`config.mk`:
```
export PLATFORM = sky130hd
export DESIGN_NAME = ts_sync_framer
export DESIGN_NICKNAME = d
export VERILOG_FILES = /design/src/rtl/ts_sync_framer_pkg.sv /design/src/rtl/ts_framer_stats.sv /design/src/rtl/ts_sync_framer.sv
export SDC_FILE = /design/constraint.sdc
export NUM_CORES = 1
export LEC_CHECK = 0
export BUFFER_PORTS_ARGS = -buffer_cell sky130_fd_sc_hd__buf_2
export CAP_MARGIN = 25
export CORE_AREA = 2 2 64 66
export DETAILED_ROUTE_END_ITERATION = 7
export DIE_AREA = 0 0 66 68
export GPL_TIMING_DRIVEN = 1
export PLACE_DENSITY_LB_ADDON = 0.25
export RECOVER_POWER = 50
export SLEW_MARGIN = 20
export SYNTH_ARGS = -nofsm -noshare
export SYNTH_HDL_FRONTEND = slang
export SYNTH_SLANG_ARGS = --single-unit
export TNS_END_PERCENT = 1
```
`constraint.sdc`:
```
create_clock -name CLOCK -period 2.2 [get_ports CLOCK]
set_input_delay 0.33 -clock CLOCK [delete_from_list [all_inputs] [get_ports CLOCK]]
set_output_delay 0.33 -clock CLOCK [all_outputs]
set_load 0.05 [all_outputs]
```
`src/rtl/ts_sync_framer_pkg.sv`:
```
// ts_pkg: shared definitions for the MPEG-TS sync framer.
//   ts_state_t   : framer state encoding (HUNT/VERIFY/LOCKED), matches the STATE port
//   TS_SYNC_BYTE : default sync byte value
//   TS_PKT_LEN   : default bytes per TS packet
//   SOP_BIT/EOP_BIT : flag positions inside the 10-bit output word
//   TS_CNT_W     : width of the packet / sync-error counters
package ts_pkg;

  typedef enum logic [1:0] {
    HUNT   = 2'd0,
    VERIFY = 2'd1,
    LOCKED = 2'd2
  } ts_state_t;

  localparam logic [7:0]  TS_SYNC_BYTE = 8'h47;
  localparam int unsigned TS_PKT_LEN   = 188;
  localparam int unsigned TS_LOCK_CNT  = 3;
  localparam int unsigned TS_LOSS_CNT  = 3;
  localparam int unsigned SOP_BIT      = 9;
  localparam int unsigned EOP_BIT      = 8;
  localparam int unsigned TS_CNT_W     = 16;

endpackage

```
`src/rtl/ts_framer_stats.sv`:
```
// ts_framer_stats: statistics counters for the TS sync framer.
//   clk            in  clock
//   rst            in  synchronous active-high reset
//   eop_pulse      in  an EOP word is being registered this cycle
//   sync_err_pulse in  a bad sync byte was accepted while locked
//   pkt_count      out packets emitted, wraps
//   sync_err_count out bad syncs while locked, saturates at all-ones
module ts_framer_stats
  import ts_pkg::*;
(
  input  logic                clk,
  input  logic                rst,
  input  logic                eop_pulse,
  input  logic                sync_err_pulse,
  output logic [TS_CNT_W-1:0] pkt_count,
  output logic [TS_CNT_W-1:0] sync_err_count
);

  always_ff @(posedge clk) begin
    if (rst) begin
      pkt_count      <= '0;
      sync_err_count <= '0;
    end else begin
      if (eop_pulse)
        pkt_count <= pkt_count + 1'b1;
      if (sync_err_pulse && (sync_err_count != '1))
        sync_err_count <= sync_err_count + 1'b1;
    end
  end

endmodule

```
`src/rtl/ts_sync_framer.sv`:
```
// ts_sync_framer: hunts for and verifies TS sync at PKT_LEN spacing; once locked,
// emits every accepted byte as a registered 10-bit word {SOP,EOP,byte}.
//   CLOCK          in   clock
//   RESET          in   synchronous active-high reset
//   TS_DATA        in   TS byte
//   TS_VALID       in   TS_DATA valid this cycle
//   DATA_OUT       out  [9]=SOP [8]=EOP [7:0]=byte
//   WRITE_OUT      out  DATA_OUT valid strobe, one cycle per emitted byte
//   STATE          out  0=HUNT 1=VERIFY 2=LOCKED
//   LOCK           out  STATE==LOCKED
//   PKT_COUNT      out  packets emitted (wraps)
//   SYNC_ERR_COUNT out  bad syncs while locked (saturates)
// Build option: define TS_FRAMER_STATS_EN to enable the counters; otherwise
// PKT_COUNT and SYNC_ERR_COUNT are tied to zero.
module ts_sync_framer
  import ts_pkg::*;
#(
  parameter int unsigned PKT_LEN   = TS_PKT_LEN,
  parameter logic [7:0]  SYNC_BYTE = TS_SYNC_BYTE,
  parameter int unsigned LOCK_CNT  = TS_LOCK_CNT,
  parameter int unsigned LOSS_CNT  = TS_LOSS_CNT
) (
  input  logic                CLOCK,
  input  logic                RESET,
  input  logic [7:0]          TS_DATA,
  input  logic                TS_VALID,
  output logic [9:0]          DATA_OUT,
  output logic                WRITE_OUT,
  output logic [1:0]          STATE,
  output logic                LOCK,
  output logic [TS_CNT_W-1:0] PKT_COUNT,
  output logic [TS_CNT_W-1:0] SYNC_ERR_COUNT
);

  localparam int unsigned IW = $clog2(PKT_LEN);
  localparam int unsigned GW = $clog2(LOCK_CNT + 1);
  localparam int unsigned MW = $clog2(LOSS_CNT + 1);
  localparam logic [IW-1:0] IDX_LAST = IW'(PKT_LEN - 1);
  localparam logic [GW-1:0] GOOD_TGT = GW'(LOCK_CNT);
  localparam logic [MW-1:0] MISS_TGT = MW'(LOSS_CNT);

  ts_state_t     state, state_n;
  logic [IW-1:0] idx, idx_n, idx_inc;
  logic [GW-1:0] good, good_n;
  logic [MW-1:0] miss, miss_n;
  logic          match, at_sop, at_eop, emit;
  logic [9:0]    word;

  assign match   = (TS_DATA == SYNC_BYTE);
  assign at_sop  = (idx == '0);
  assign at_eop  = (idx == IDX_LAST);
  assign idx_inc = at_eop ? '0 : idx + 1'b1;

  always_comb begin
    word          = '0;
    word[SOP_BIT] = at_sop;
    word[EOP_BIT] = at_eop;
    word[7:0]     = TS_DATA;
  end

  // idx is held at 0 throughout HUNT, so a sync found there lines up as SOP.
  always_comb begin
    state_n = state;
    idx_n   = idx;
    good_n  = good;
    miss_n  = miss;
    emit    = 1'b0;
    if (TS_VALID) begin
      case (state)
        HUNT: begin
          if (match) begin
            good_n  = GW'(1);
            idx_n   = IW'(1);
            state_n = (LOCK_CNT == 1) ? LOCKED : VERIFY;
            emit    = (LOCK_CNT == 1);
          end
        end
        VERIFY: begin
          idx_n = idx_inc;
          if (at_sop) begin
            if (match) begin
              good_n = good + 1'b1;
              if (good + 1'b1 == GOOD_TGT) begin
                state_n = LOCKED;
                miss_n  = '0;
                emit    = 1'b1;
              end
            end else begin
              state_n = HUNT;
              good_n  = '0;
              idx_n   = '0;
            end
          end
        end
        LOCKED: begin
          idx_n = idx_inc;
          emit  = 1'b1;
          if (at_sop) begin
            if (match) begin
              miss_n = '0;
            end else if (miss + 1'b1 == MISS_TGT) begin
              emit    = 1'b0;
              state_n = HUNT;
              good_n  = '0;
              miss_n  = '0;
              idx_n   = '0;
            end else begin
              miss_n = miss + 1'b1;
            end
          end
        end
        default: begin
          state_n = HUNT;
          idx_n   = '0;
        end
      endcase
    end
  end

  always_ff @(posedge CLOCK) begin
    if (RESET) begin
      state     <= HUNT;
      idx       <= '0;
      good      <= '0;
      miss      <= '0;
      DATA_OUT  <= '0;
      WRITE_OUT <= 1'b0;
      LOCK      <= 1'b0;
    end else begin
      state     <= state_n;
      idx       <= idx_n;
      good      <= good_n;
      miss      <= miss_n;
      WRITE_OUT <= emit;
      LOCK      <= (state_n == LOCKED);
      if (emit)
        DATA_OUT <= word;
    end
  end

  assign STATE = state;

`ifdef TS_FRAMER_STATS_EN
  logic eop_pulse, sync_err_pulse;

  assign eop_pulse      = emit & at_eop;
  assign sync_err_pulse = TS_VALID && (state == LOCKED) && at_sop && !match;

  ts_framer_stats u_stats (
    .clk            (CLOCK),
    .rst            (RESET),
    .eop_pulse      (eop_pulse),
    .sync_err_pulse (sync_err_pulse),
    .pkt_count      (PKT_COUNT),
    .sync_err_count (SYNC_ERR_COUNT)
  );
`else
  assign PKT_COUNT      = '0;
  assign SYNC_ERR_COUNT = '0;
`endif

endmodule
```
==> tab_implementation.tex <==
\begin{tabular}{lr}
\hline
Metric & Value \\
\hline
\multicolumn{2}{l}{\textbf{Outcome}} \\
\quad Run status & completed \\
\multicolumn{2}{l}{\textbf{Critical path}} \\
\quad Worst Path Required & 2.37 ns \\
\quad Crit Path Category & reg2reg \\
\quad Highest net fanout along the worst path & 11 \\
\quad Nature of the critical path endpoint & flop \\
\quad CP Launch Type & flop \\
\quad Data arrival time of the critical path & 2.14 ns \\
\multicolumn{2}{l}{\textbf{Clock tree}} \\
\quad Cell at the root of the clock tree & clkbuf\_8 \\
\quad Longest Clk Path Bufs & 2 \\
\quad TritonCTS Sinks & 26 \\
\quad Number of buffers added to fix hold violations after cts & 0 \\
\quad Clock tree from TritonCTS & built \\
\quad Number of gates given a new drive strength after cts & 0 \\
\quad Number of buffers added for setup after CTS & 0 \\
\quad Clock slew seen by the registers of the worst setup and hold paths & 0.09 ns \\
\quad Clk\_lat worst skew & 0.27 ns \\
\quad CTS buffer count & 3 \\
\quad Htree depth & 1 \\
\multicolumn{2}{l}{\textbf{Min path}} \\
\quad Worst min-delay path class & in2reg \\
\multicolumn{2}{l}{\textbf{Synth}} \\
\quad Cell variety after synth & 44 \\
\quad Yosys reg bits & 26 \\
\quad Instance count of the mapped netlist & 175 \\
\quad Top FF cell, synth & dfxtp\_1 \\
\quad Ys async rst share & 0\% \\
\quad Fraction of the yosys area taken by sequential cells & 32.5\% \\
\quad Yosys warning total & 0 \\
\quad Area of the mapped netlist & 1600 um\^{}2 \\
\quad Mean instance size in the synthesized netlist & 9.15 um\^{}2 \\
\quad EDFF count, synth & 0 \\
\multicolumn{2}{l}{\textbf{Cells and area}} \\
\quad Area overhead of the layout relative to synthesis & 5.55\% \\
\quad Area of all placed cells without fillers & 1690 um\^{}2 \\
\quad Leading cell type in the layout, fill and taps excluded & conb\_1 \\
\quad Final nets & 219 \\
\quad Final design utilization & 43.8\% \\
\quad Number of diodes added for antenna fixing & 0 \\
\quad Register area & 520 um\^{}2 \\
\quad Multi-input combinational cell area & 896 um\^{}2 \\
\quad Number of filler cells placed in the layout & 413 \\
\quad Share of post-route cells with drive strength above 1 & 12.6\% \\
\quad Most frequent cells in the layout & conb\_1 (32), dfxtp\_1 (26), nor2\_1 (17) \\
\multicolumn{2}{l}{\textbf{STA}} \\
\quad Headroom to the max-slew limit & 59.6\% \\
\quad Max-slew violation total from the final report & 0 \\
\quad Fmax & 507 MHz \\
\quad Layout Skew & 0.00197 ns \\
\quad Final Critical Period & 1.97 ns \\
\quad Least-Margin Pin Slew & 0.608 ns \\
\quad Sum of negative setup slack & 0 ns \\
\quad Final hold vios & 0 \\
\quad Final Setup Violations & 0 \\
\quad Smallest hold slack & 0.289 ns \\
\quad Unrepaired setup endpoints after global routing & false \\
\quad Share of the cycle needed by the critical path after routing & 89.6\% \\
\multicolumn{2}{l}{\textbf{Pwr}} \\
\quad Leakage component of the power & 0.000763 uW \\
\quad Worst IR drop on VDD & 310 uV \\
\quad Total chip power & 1020 uW \\
\quad Power Dens Cells & 601 nW/um\^{}2 \\
\multicolumn{2}{l}{\textbf{Placement}} \\
\quad Routability-driven placement congestion ratio & 0.807 \\
\quad Port Buffer Count & 24 \\
\quad Placed cell area & 1640 um\^{}2 \\
\quad Total half-perimeter wirelength after legalization and detailed placement & 2.12 mm \\
\multicolumn{2}{l}{\textbf{Run}} \\
\quad Number of violations of the max-capacitance limit & 0 \\
\multicolumn{2}{l}{\textbf{Drt}} \\
\quad Metal-1 WL & 1.31 mm \\
\quad DR WL met2 & 1.27 mm \\
\quad Top routing layer in use & met4 \\
\quad Number of violations reported at the end of detailed-routing iteration 0 & 28 \\
\quad Met3 routed wirelength & 148 um \\
\quad Antenna-violating nets left & 0 \\
\quad Vias & 1142 \\
\quad DRC violations left & 0 \\
\quad Routed len/inst & 11.0 um \\
\quad Total Routed Length & 2.73 mm \\
\quad Number of detailed-routing iterations run before antenna repair & 4 \\
\quad Average via count per standard cell & 4.59 \\
\multicolumn{2}{l}{\textbf{Floorplanning}} \\
\quad Core Footprint & 3860 um\^{}2 \\
\quad Standard-cell row count & 23 \\
\quad Count of pins on the block boundary & 57 \\
\quad Area of the die & 4490 um\^{}2 \\
\quad Starting density of the core & 41.5\% \\
\quad Die H & 68 um \\
\quad Die outline width & 66 um \\
\multicolumn{2}{l}{\textbf{GRT}} \\
\quad Total routing resource utilization after global routing & 13.1\% \\
\quad Number of global-route vias before repair & 1015 \\
\quad Total gr overflow & 0 \\
\quad Antenna violations before repair & 0 \\
\quad Maximum number of pins on one net before global-route repair & 23 \\
\quad First-pass GRT wire length & 4.55 mm \\
\hline
\end{tabular}
-- worst max-delay path: stages, from the launching register on --
cell and delay, ns:
dfxtp_1 0.43, inv_1 0.07, ha_1 0.24, and3_1 0.20, and4_4 0.22, o211ai_4 0.41
mux2i_1 0.25, nor2_1 0.05
-- worst paths after layout --
path / start / to / slack, ns / cells past startpoint
setup / recovery: idx[0]$_SDFFE_PP0P_ / DATA_OUT[1]$_SDFFE_PP0P_ / 0.23 / 7
hold / removal: RESET / idx[1]$_SDFFE_PP0P_ / 0.29 / 2
setup reg to reg: idx[0]$_SDFFE_PP0P_ / DATA_OUT[1]$_SDFFE_PP0P_ / 0.23 / 7
hold reg to reg: DATA_OUT[7]$_SDFFE_PP0P_ / DATA_OUT[7]$_SDFFE_PP0P_ / 0.50 / 2
-- power breakdown --
| group | internal [uW] | switching, uW |
|---|---|---|
| registers | 470 | 0.220 |
| logic | 11.2 | 136 |
| clock network | 244 | 153 |
| total | 725 | 290 |
-- state kept, by name, indices dropped and copies added, names as in the netlist --
register / flops
STATE: 2
WRITE_OUT: 1
LOCK: 1
miss: 2
idx: 8
good: 2
DATA_OUT: 10
-- cells by family (layout without fill, tap and decap cells) --
| kind of cell | after synthesis | in the layout | share of synthesized area (%) |
|---|---|---|---|
| simple gates | 57 | 57 | 20.1 |
| buf+inv | 43 | 36 | 18.8 |
| flops | 26 | 26 | 32.5 |
| compound gates | 22 | 22 | 11.3 |
| mux | 12 | 12 | 7.50 |
| fa+ha+maj | 8 | 8 | 6.25 |
| xor+xnor | 6 | 6 | 3.28 |
| other cells | 1 | 32 | 0.234 |
-- metrics by stage --
step | setup slack, ns | instances
global route | 0.0683 | 249
global placement | 0.190 | 245
detailed placement | 0.160 | 245
CTS | 0.203 | 249
finish | 0.228 | 249
floorplan | 0.252 | 206
-- cells in the mapped netlist (3+ instances only) --
| master | number | area (um^2) |
|---|---|---|
| buf_4 | 33 | 248 |
| dfxtp_1 | 26 | 521 |
| nor2_1 | 17 | 63.8 |
| mux2i_1 | 12 | 120 |
| ha_1 | 8 | 100 |
| nor3_1 | 7 | 35.0 |
| inv_1 | 6 | 22.5 |
| nand2_1 | 6 | 22.5 |
| and3_1 | 4 | 25.0 |
| nand3_1 | 4 | 20.0 |
| nand4_1 | 4 | 25.0 |
| a21oi_1 | 3 | 15.0 |
| nor2b_1 | 3 | 18.8 |
| o21ai_0 | 3 | 15.0 |
| xnor2_1 | 3 | 26.3 |
| xor2_1 | 3 | 26.3 |
-- layout make-up --
type,instances,area share (%)
clock buffer,3,2.44
clock inverter,1,1.78
inverter,6,1.33
multi-input combinational,137,53.0
sequential,26,30.8
tap,50,3.70
timing repair buffer,26,6.96
-- routing by layer --
layer / vias to the layer above / GRT usage (%)
li1: 594 / -
met1: 508 / 16.6
met2: 38 / 22.1
met3: 2 / 2.47
met4: 0 / 4.85
met5: - / 0
(Power assumes the default switching activity.)
